`config.mk`:
```
export PLATFORM = sky130hd
export DESIGN_NAME = multdiv_ctrl
export DESIGN_NICKNAME = d
export VERILOG_FILES = /design/src/rtl/multdiv_ctrl_pkg.sv /design/src/rtl/multdiv_ctrl_md_decode.sv /design/src/rtl/multdiv_ctrl.sv
export SDC_FILE = /design/constraint.sdc
export NUM_CORES = 1
export LEC_CHECK = 0
export BUFFER_PORTS_ARGS = -buffer_cell sky130_fd_sc_hd__buf_4
export CAP_MARGIN = 5
export CORE_MARGIN = 5
export CORE_UTILIZATION = 49
export DETAILED_ROUTE_END_ITERATION = 16
export PLACE_DENSITY = 0.84
export RECOVER_POWER = 100
export SKIP_LAST_GASP = 1
export SLEW_MARGIN = 20
export SYNTH_ARGS = -nofsm -noshare
export SYNTH_HDL_FRONTEND = slang
export SYNTH_SLANG_ARGS = --single-unit
```
`constraint.sdc`:
```
create_clock -name clock -period 6.55 [get_ports clock]
set_clock_uncertainty 0.15 [all_clocks]
set_input_delay 0.9825 -clock clock [delete_from_list [all_inputs] [get_ports clock]]
set_output_delay 0.9825 -clock clock [all_outputs]
set_load 0.005 [all_outputs]
```
`src/rtl/multdiv_ctrl_pkg.sv`:
```
// Shared encodings for the multiply/divide sequencer: opcode fields,
// exception codes, the rstatus index and the FSM state type.
package multdiv_ctrl_pkg;

    localparam logic [4:0]  OPC_RTYPE       = 5'd0;
    localparam logic [4:0]  ALU_MUL         = 5'd6;
    localparam logic [4:0]  ALU_DIV         = 5'd7;

    localparam int unsigned TIMEOUT_DEF     = 40;
    localparam logic [4:0]  RSTATUS_REG_DEF = 5'd30;
    localparam logic [31:0] EXC_MUL_DEF     = 32'd4;
    localparam logic [31:0] EXC_DIV_DEF     = 32'd5;
    localparam logic [31:0] EXC_TMO_DEF     = 32'd6;

    typedef enum logic [1:0] {
        ST_IDLE  = 2'd0,
        ST_START = 2'd1,
        ST_BUSY  = 2'd2,
        ST_DONE  = 2'd3
    } md_state_e;

    function automatic logic is_zero32(input logic [31:0] v);
        return (v == 32'd0);
    endfunction

endpackage

```
`src/rtl/multdiv_ctrl_md_decode.sv`:
```
// Combinational decode of the D/X instruction into mul/div detect, kind and rd.
// Shared with the hazard logic so both agree on what counts as a mul/div.
module md_decode
    import multdiv_ctrl_pkg::*;
(
    input  logic [31:0] ir,
    output logic        is_md,
    output logic        is_div,
    output logic [4:0]  rd
);

    logic [4:0] opc_s;
    logic [4:0] fn_s;
    logic       ir_unused_s;

    assign opc_s       = ir[31:27];
    assign fn_s        = ir[6:2];
    assign ir_unused_s = ^{ir[21:7], ir[1:0]};

    assign is_md  = (opc_s == OPC_RTYPE) && ((fn_s == ALU_MUL) || (fn_s == ALU_DIV));
    assign is_div = (fn_s == ALU_DIV);
    assign rd     = ir[26:22];

endmodule

```
`src/rtl/multdiv_ctrl.sv`:
```
// Sequencer for the multi-cycle mul/div unit: issues the start pulse, stalls
// the pipeline until a result (or exception/timeout) is ready, then writes back.
module multdiv_ctrl
    import multdiv_ctrl_pkg::*;
#(
    parameter int unsigned TIMEOUT     = TIMEOUT_DEF,
    parameter logic [4:0]  RSTATUS_REG = RSTATUS_REG_DEF,
    parameter logic [31:0] EXC_MUL     = EXC_MUL_DEF,
    parameter logic [31:0] EXC_DIV     = EXC_DIV_DEF,
    parameter logic [31:0] EXC_TMO     = EXC_TMO_DEF
) (
    input  logic        clock,
    input  logic        reset,
    input  logic [31:0] DXIR,
    input  logic [31:0] dx_opA,
    input  logic [31:0] dx_opB,
    input  logic        md_resultRDY,
    input  logic [31:0] md_result,
    input  logic        md_exception,
    input  logic        wb_grant,
    output logic        md_ctrl_MULT,
    output logic        md_ctrl_DIV,
    output logic [31:0] md_opA,
    output logic [31:0] md_opB,
    output logic        stall,
    output logic        xm_kill,
    output logic        wb_valid,
    output logic [4:0]  wb_rd,
    output logic [31:0] wb_data
);

    localparam int CNT_W = $clog2(TIMEOUT + 1);

    md_state_e   state_q, state_d;
    logic [CNT_W-1:0] cnt_q, cnt_d;
    logic [31:0] opa_q, opa_d;
    logic [31:0] opb_q, opb_d;
    logic [4:0]  rd_q, rd_d;
    logic        kind_div_q, kind_div_d;
    logic        mult_q, mult_d;
    logic        div_q, div_d;
    logic        wb_valid_q, wb_valid_d;
    logic [4:0]  wb_rd_q, wb_rd_d;
    logic [31:0] wb_data_q, wb_data_d;

    logic        dec_is_md_s;
    logic        dec_is_div_s;
    logic [4:0]  dec_rd_s;
    logic        div_by_zero_s;
    logic        timeout_hit_s;

    md_decode u_md_decode (
        .ir     (DXIR),
        .is_md  (dec_is_md_s),
        .is_div (dec_is_div_s),
        .rd     (dec_rd_s)
    );

    assign div_by_zero_s = dec_is_div_s && is_zero32(dx_opB);
    assign timeout_hit_s = (cnt_q == CNT_W'(TIMEOUT - 1));

    // State register.
    always_ff @(posedge clock or negedge reset) begin
        if (!reset) begin
            state_q <= ST_IDLE;
        end else begin
            state_q <= state_d;
        end
    end

    // Next-state logic.
    always_comb begin
        state_d = state_q;
        case (state_q)
            ST_IDLE: begin
                if (dec_is_md_s) begin
                    state_d = div_by_zero_s ? ST_DONE : ST_START;
                end else begin
                    state_d = ST_IDLE;
                end
            end
            ST_START: state_d = ST_BUSY;
            ST_BUSY: begin
                if (md_resultRDY || timeout_hit_s) begin
                    state_d = ST_DONE;
                end else begin
                    state_d = ST_BUSY;
                end
            end
            ST_DONE: begin
                if (wb_grant) begin
                    state_d = ST_IDLE;
                end else begin
                    state_d = ST_DONE;
                end
            end
            default: state_d = ST_IDLE;
        endcase
    end

    // Operand latches, counter and next values of the registered outputs.
    always_comb begin
        opa_d      = opa_q;
        opb_d      = opb_q;
        rd_d       = rd_q;
        kind_div_d = kind_div_q;
        cnt_d      = cnt_q;
        mult_d     = 1'b0;
        div_d      = 1'b0;
        wb_rd_d    = wb_rd_q;
        wb_data_d  = wb_data_q;
        wb_valid_d = (state_d == ST_DONE);
        case (state_q)
            ST_IDLE: begin
                if (dec_is_md_s) begin
                    opa_d      = dx_opA;
                    opb_d      = dx_opB;
                    rd_d       = dec_rd_s;
                    kind_div_d = dec_is_div_s;
                    if (div_by_zero_s) begin
                        wb_rd_d   = RSTATUS_REG;
                        wb_data_d = EXC_DIV;
                    end else begin
                        mult_d = !dec_is_div_s;
                        div_d  = dec_is_div_s;
                    end
                end else begin
                    cnt_d = cnt_q;
                end
            end
            ST_START: cnt_d = '0;
            ST_BUSY: begin
                cnt_d = cnt_q + CNT_W'(1);
                // The result wins over a timeout landing in the same cycle.
                if (md_resultRDY) begin
                    if (md_exception) begin
                        wb_rd_d   = RSTATUS_REG;
                        wb_data_d = kind_div_q ? EXC_DIV : EXC_MUL;
                    end else begin
                        wb_rd_d   = rd_q;
                        wb_data_d = md_result;
                    end
                end else if (timeout_hit_s) begin
                    wb_rd_d   = RSTATUS_REG;
                    wb_data_d = EXC_TMO;
                end else begin
                    wb_data_d = wb_data_q;
                end
            end
            ST_DONE: cnt_d = cnt_q;
            default: cnt_d = '0;
        endcase
    end

    // Datapath and output registers.
    always_ff @(posedge clock or negedge reset) begin
        if (!reset) begin
            cnt_q      <= '0;
            opa_q      <= 32'd0;
            opb_q      <= 32'd0;
            rd_q       <= 5'd0;
            kind_div_q <= 1'b0;
            mult_q     <= 1'b0;
            div_q      <= 1'b0;
            wb_valid_q <= 1'b0;
            wb_rd_q    <= 5'd0;
            wb_data_q  <= 32'd0;
        end else begin
            cnt_q      <= cnt_d;
            opa_q      <= opa_d;
            opb_q      <= opb_d;
            rd_q       <= rd_d;
            kind_div_q <= kind_div_d;
            mult_q     <= mult_d;
            div_q      <= div_d;
            wb_valid_q <= wb_valid_d;
            wb_rd_q    <= wb_rd_d;
            wb_data_q  <= wb_data_d;
        end
    end

    // Pipeline control: stall and kill follow the state and this cycle's inputs.
    always_comb begin
        stall   = 1'b0;
        xm_kill = 1'b0;
        case (state_q)
            ST_IDLE:  stall = dec_is_md_s;
            ST_START: stall = 1'b1;
            ST_BUSY:  stall = 1'b1;
            ST_DONE: begin
                stall   = !wb_grant;
                xm_kill = wb_grant;
            end
            default: begin
                stall   = 1'b0;
                xm_kill = 1'b0;
            end
        endcase
    end

    assign md_ctrl_MULT = mult_q;
    assign md_ctrl_DIV  = div_q;
    assign md_opA       = opa_q;
    assign md_opB       = opb_q;
    assign wb_valid     = wb_valid_q;
    assign wb_rd        = wb_rd_q;
    assign wb_data      = wb_data_q;

endmodule

```
# ---- Word-level counts from Yosys, hierarchy flattened
# Index checks and enable logic that the tools add are counted.
dict set report op_classes {
  eq_ne 10
  n_addsub 1
  reduce_logical 14
  n_mux 27
}
# op n
set op_table {}
lappend op_table {{two-way mux 32 bit} 5}
lappend op_table {{case mux 32 bit (2 select lines)} 1}
lappend op_table {{logical NOT 32 bit} 1}
lappend op_table {{two-way mux 5 bit} 5}
lappend op_table {{case mux 6 bit (2 select lines)} 1}
lappend op_table {{equality test 5 x 3 -> 1 bit, second input constant} 2}
lappend op_table {{case mux 5 bit (2 select lines)} 1}
lappend op_table {{two-way mux 1 bit} 9}
lappend op_table {{case mux 2 bit (4 select lines)} 1}
lappend op_table {{adder 6 x 1 -> 6 bit, second input constant} 1}
lappend op_table {{equality test 2 bit, second input constant} 3}
lappend op_table {{equality test 6 bit, second input constant} 1}
lappend op_table {{two-way mux 2 bit} 3}
lappend op_table {{logical NOT 5 bit} 1}
lappend op_table {{inequality test 2 bit, second input constant} 2}
lappend op_table {{AND reduction 4 bit} 1}
lappend op_table {{OR reduction 2 bit} 2}
lappend op_table {{inequality test 3 bit, second input constant} 1}
lappend op_table {{case mux 1 bit (3 select lines)} 1}
lappend op_table {{equality test 2 x 1 -> 1 bit, second input constant} 1}
lappend op_table {{logical AND 1 bit} 2}
lappend op_table {{logical NOT 1 bit} 2}
lappend op_table {{logical NOT 2 bit} 1}
lappend op_table {{logical OR 1 bit} 2}
lappend op_table {{other kinds (2)} 2}
dict set report word_totals {
  output_inout_bits 106
  regBits 118
  inputBits 133
  elab_cells 63
}

# ---- Logic depth before layout (Yosys ltp)
dict set report depth {
  depth_word 6
  mapped_depth 9
}

# ---- Cells and area by module
# A second synthesis with hierarchy kept.
dict set report unflattened {
  hier_cells 337
  hier_area_um2 4737.0
}
# module cells_per_inst area_per_inst_um2 instances
set by_module_without_submodules {}
lappend by_module_without_submodules {multdiv_ctrl 328 4663.2 1}
lappend by_module_without_submodules {md_decode 9 73.8 1}

# ---- Least setup slack after synthesis
# No wires, ideal clock.
dict set report synth_path {
  path_kind {input -> output}
  startpoint {input DXIR[27]}
  endpoint {output stall}
  required_time_ns 5.418
  slack_ns 3.545
  n_path_buf 0
  stages 4
  arrival_time_ns 1.873
  cell_sequence {or4_4 > nor2_4 > nand2_1 > a21oi_1}
}
dict set report synth_via {
  elab_chain_cells 3
}
# item line
set synth_rtl {}
lappend synth_rtl {{start, declared} multdiv_ctrl.sv:14} ;# input logic [31:0] DXIR,
lappend synth_rtl {{logical NOT 5 bit} multdiv_ctrl_md_decode.sv:20} ;# assign is_md = (opc_s == OPC_RTYPE) && ((fn_s == ALU_MUL) || (fn_s == ALU_DIV));
lappend synth_rtl {{logical AND 1 bit} multdiv_ctrl_md_decode.sv:20}
lappend synth_rtl {{case mux 1 bit (3 select lines)} multdiv_ctrl.sv:186} ;# case (state_q)
lappend synth_rtl {{end, declared} multdiv_ctrl.sv:25} ;# output logic stall,
# Every way passes these cells.

# ---- Final worst setup path
dict set report layout_path {
  startpoint {input DXIR[27]}
  endpoint {register wb_rd_q[3] (netlist: wb_rd[3])}
}
dict set report layout_via {
  elab_chain_cells 4
}
# item line
set layout_rtl {}
lappend layout_rtl {{logical NOT 5 bit} multdiv_ctrl_md_decode.sv:20}
lappend layout_rtl {{logical AND 1 bit} multdiv_ctrl_md_decode.sv:20}
lappend layout_rtl {{inequality test 2 bit (no source line)} --}
lappend layout_rtl {{AND reduction 4 bit (no source line)} --}
lappend layout_rtl {{end signal, assigned} multdiv_ctrl.sv:177} ;# wb_rd_q <= wb_rd_d;
lappend layout_rtl {{end, declared} multdiv_ctrl.sv:43} ;# logic [4:0] wb_rd_q, wb_rd_d;
# Every way passes these cells.
# A chain may end at the register's enable or synchronous reset.

==> results.py <==
metrics = {
    "logic_synthesis": {
        "synth.area.top_cells": "dfrtp_1, mux2_2, o2bb2ai_1, nand3_1, mux2_1",
        "synth_top_area_cell": "dfrtp_1",
        "synth_area_mm2": 0.00486,
        "synthDistinctLibCells": 32,
        "synth_area_per_cell_um2": 13.5,
        "netlist.area_leader.share": 0.607,
        "ys_warn_count": 0,
        "yosysMostFrequentCell": "dfrtp_1",
        "netlist_instances": 361,
        "ys_async_sr_fraction": 1.00,
        "ys_ff_latch": 118,
        "synthFlopType": "dfrtp_1",
        "netlist_top_cells_count": "dfrtp_1, mux2_2, nand3_1, o2bb2ai_1, buf_2",
        "yosysSeqAreaShare": 0.607,
        "synth-edff-count": 0,
        "synth.net_count": 500,
    },
    "worst_setup_path": {
        "crit_path_end_kind": "register",
        "path_class": "in2reg",
        "cp-start-kind": "input pin",
        "crit_end": "wb_rd[3]",
        "path_depth": 7,
        "crit_fanout": 37,
        "cp_top_family": "compound AO/OA/AOI/OAI gates",
        "cp_slowest_cell": "a41o_1",
        "worst_ep_required_time_ps": 6790,
        "r2r-start": "state_q[0]",
        "worst-path-buf-inv": 2,
        "path_cells": "clkbuf_4 > or4_1 > nor2_1 > a41o_1 > o311ai_0 > clkbuf_1 > mux2_1",
        "crit_arrival_ps": 4430,
        "reg2reg_slack_ps": 2730,
        "timing.rr.end": "wb_rd[3]",
        "worstRegToRegCells": 8,
        "startpoint": "DXIR[27]",
        "cpPeakStageDelay_ps": 900,
    },
    "clocking": {
        "cts_setup_buffers": 0,
        "clock-sinks": 118,
        "cts_root_buf": "clkbuf_8",
        "htree_levels": 4,
        "cts.path.max_buffers": 2,
        "ctsResizeCount": 0,
        "cts_tree": "done",
        "ctsHoldBuffers": 0,
        "clk-insertion-delay-late_ps": 510,
        "clkTransAtPathRegs_ps": 50,
        "numCtsBuffers": 17,
    },
    "global_route": {
        "use_met1": 0.258,
        "antenna_found_initial": 0,
        "grt_pass1_vias": 4142,
        "use_met2": 0.386,
        "grtUsageMet3": 0.109,
        "busiest_layer": "met2",
        "grt_max_degree": 74,
        "gr-usage-all-layers": 0.230,
        "grt_pass1_wl_mm": 20.9,
        "grt-ovfl-total": 0,
    },
    "die": {
        "dieWidth_um": 110,
        "start_util": 0.500,
        "rows": 36,
        "core-area_mm2": 0.00973,
        "pin_count": 239,
        "die_h_um": 110,
        "dieArea_mm2": 0.0120,
    },
    "final_layout": {
        "area_delta_synth_final_pct": 46.4,
        "n_fill_cell": 704,
        "antenna_cells": 0,
        "finish.utilization": 0.732,
        "nets": 721,
        "final_layout_size_suffix_gt1_frac": 0.494,
    },
    "run_status": {
        "status": "complete, but fails checks",
        "violations": "max-capacitance violations, max-slew violations",
    },
    "detailed_routing": {
        "first_pass_iters": 5,
        "vias_per_cell": 5.26,
        "wl_per_cell_um": 18.2,
        "drc": 0,
        "drt_iter0_markers": 197,
        "finalWirelength_mm": 13.3,
        "vias": 3829,
        "antenna_left": 0,
    },
    "sta": {
        "tightest_slew_ps": 2830,
        "whs_ps": 335,
        "final_hold_viol_count": 0,
        "finalCriticalPeriod_ps": 4190,
        "layout_worst_path_cycle_share": 0.640,
        "timing.slew.headroom": -0.884,
        "slew_viol_final": 93,
        "fmax_mhz": 238,
        "finalSetupTns_ps": 0,
        "setup_viol": 0,
        "rsz0062_at_grt": "false",
    },
    "placed_design": {
        "dp_hpwl_mm": 9.89,
        "portBuffers": 221,
        "gp_congestion": 0.758,
    },
    "flow_run": {
        "max_cap_viol_count": 2,
    },
    "power_and_ir_drop": {
        "p_leak_nw": 3.58,
        "vdd_drop_max_mv": 0.180,
        "powerDensity_mw_per_mm2": 276,
    },
    "hold_path": {
        "hp-class": "reg2reg",
    },
}
layer usage:
metal / part of all wire / vias up
met5: 0 / -
met4: 0.017 / 0
met3: 0.11 / 20
met2: 0.50 / 181
met1: 0.37 / 1853
li1: - / 1775
how the worst min path moves through the flow:
stage / start / end / slack, ps / depth (start not counted)
floorplan: kind_div_q / kind_div_q / 300 / 2
global placement: kind_div_q / kind_div_q / 320 / 2
detailed placement: wb_data[6] / wb_data[6] / 330 / 1
CTS: wb_data[21] / wb_data[21] / 340 / 1
global route: wb_data[12] / wb_data[12] / 350 / 1
finish: wb_data[21] / wb_data[21] / 340 / 1
registers in the layout (all words and copies together) (netlist names), 2 cells and up:
| name | count |
|---|---|
| md_opA | 32 |
| rd_q | 5 |
| wb_rd | 5 |
| cnt_q | 6 |
| state_q | 2 |
| wb_data | 32 |
| md_opB | 32 |
placed cells by master (no fill, tap or decap), types with 8 or more instances in the layout:
master,netlist,final
dfrtp_1,118,118
o21ai_0,11,11
o2bb2ai_1,30,30
mux2_2,68,68
nand2_1,9,9
clkbuf_1,8,33
nor4_1,8,8
mux2_1,8,8
nand3_1,34,34
clkbuf_16,0,16
inv_1,8,8
clkbuf_4,0,78
buf_4,0,114
cells by family (layout without fill, tap and decap cells):
| logic type | after synthesis | count (layout) | synth area share |
|---|---|---|---|
| AND/OR/NAND/NOR | 81 | 81 | 0.0916 |
| multiplexers | 77 | 77 | 0.178 |
| flip-flops | 118 | 118 | 0.607 |
| AO/OA/AOI/OAI | 49 | 49 | 0.0803 |
| XOR/XNOR | 1 | 1 | 0.00180 |
| adder cells (fa/ha/maj) | 6 | 6 | 0.0154 |
| buffers and inverters | 29 | 263 | 0.0255 |
per-stage QoR:
| stage | std cells | instance area (µm²) | power (mW) | setup WS (ps) |
|---|---|---|---|---|
| final | 728 | 7120 | 1.97 | 2360 |
| after global routing | 728 | 7120 | 2.05 | 2030 |
| after CTS | 728 | 7250 | 1.99 | 3240 |
| after detailed placement | 696 | 6620 | 1.01 | 2720 |
| after global placement | 696 | 6620 | 0.998 | 2750 |
| after floorplan | 361 | 4860 | 0.875 | 3540 |
power by group:
| part | switching, mW | leakage [nW] | internal, mW |
|---|---|---|---|
| combinational | 0.112 | 1.63 | 0.106 |
| sequential | 0.0148 | 1.64 | 0.756 |
| clock | 0.312 | 0.311 | 0.667 |
| total | 0.439 | 3.58 | 1.53 |
layout make-up:
cell class,count,area [µm²],area share
Clock buffer,24,490,0.0689
Clock inverter,8,143,0.0200
Inverter,8,30.0,0.00422
Multi-Input combinational cell,214,1780,0.250
Sequential cell,118,2950,0.415
Tap cell,133,166,0.0234
Timing Repair Buffer,223,1560,0.219
Power figures use the tool's default switching activity.
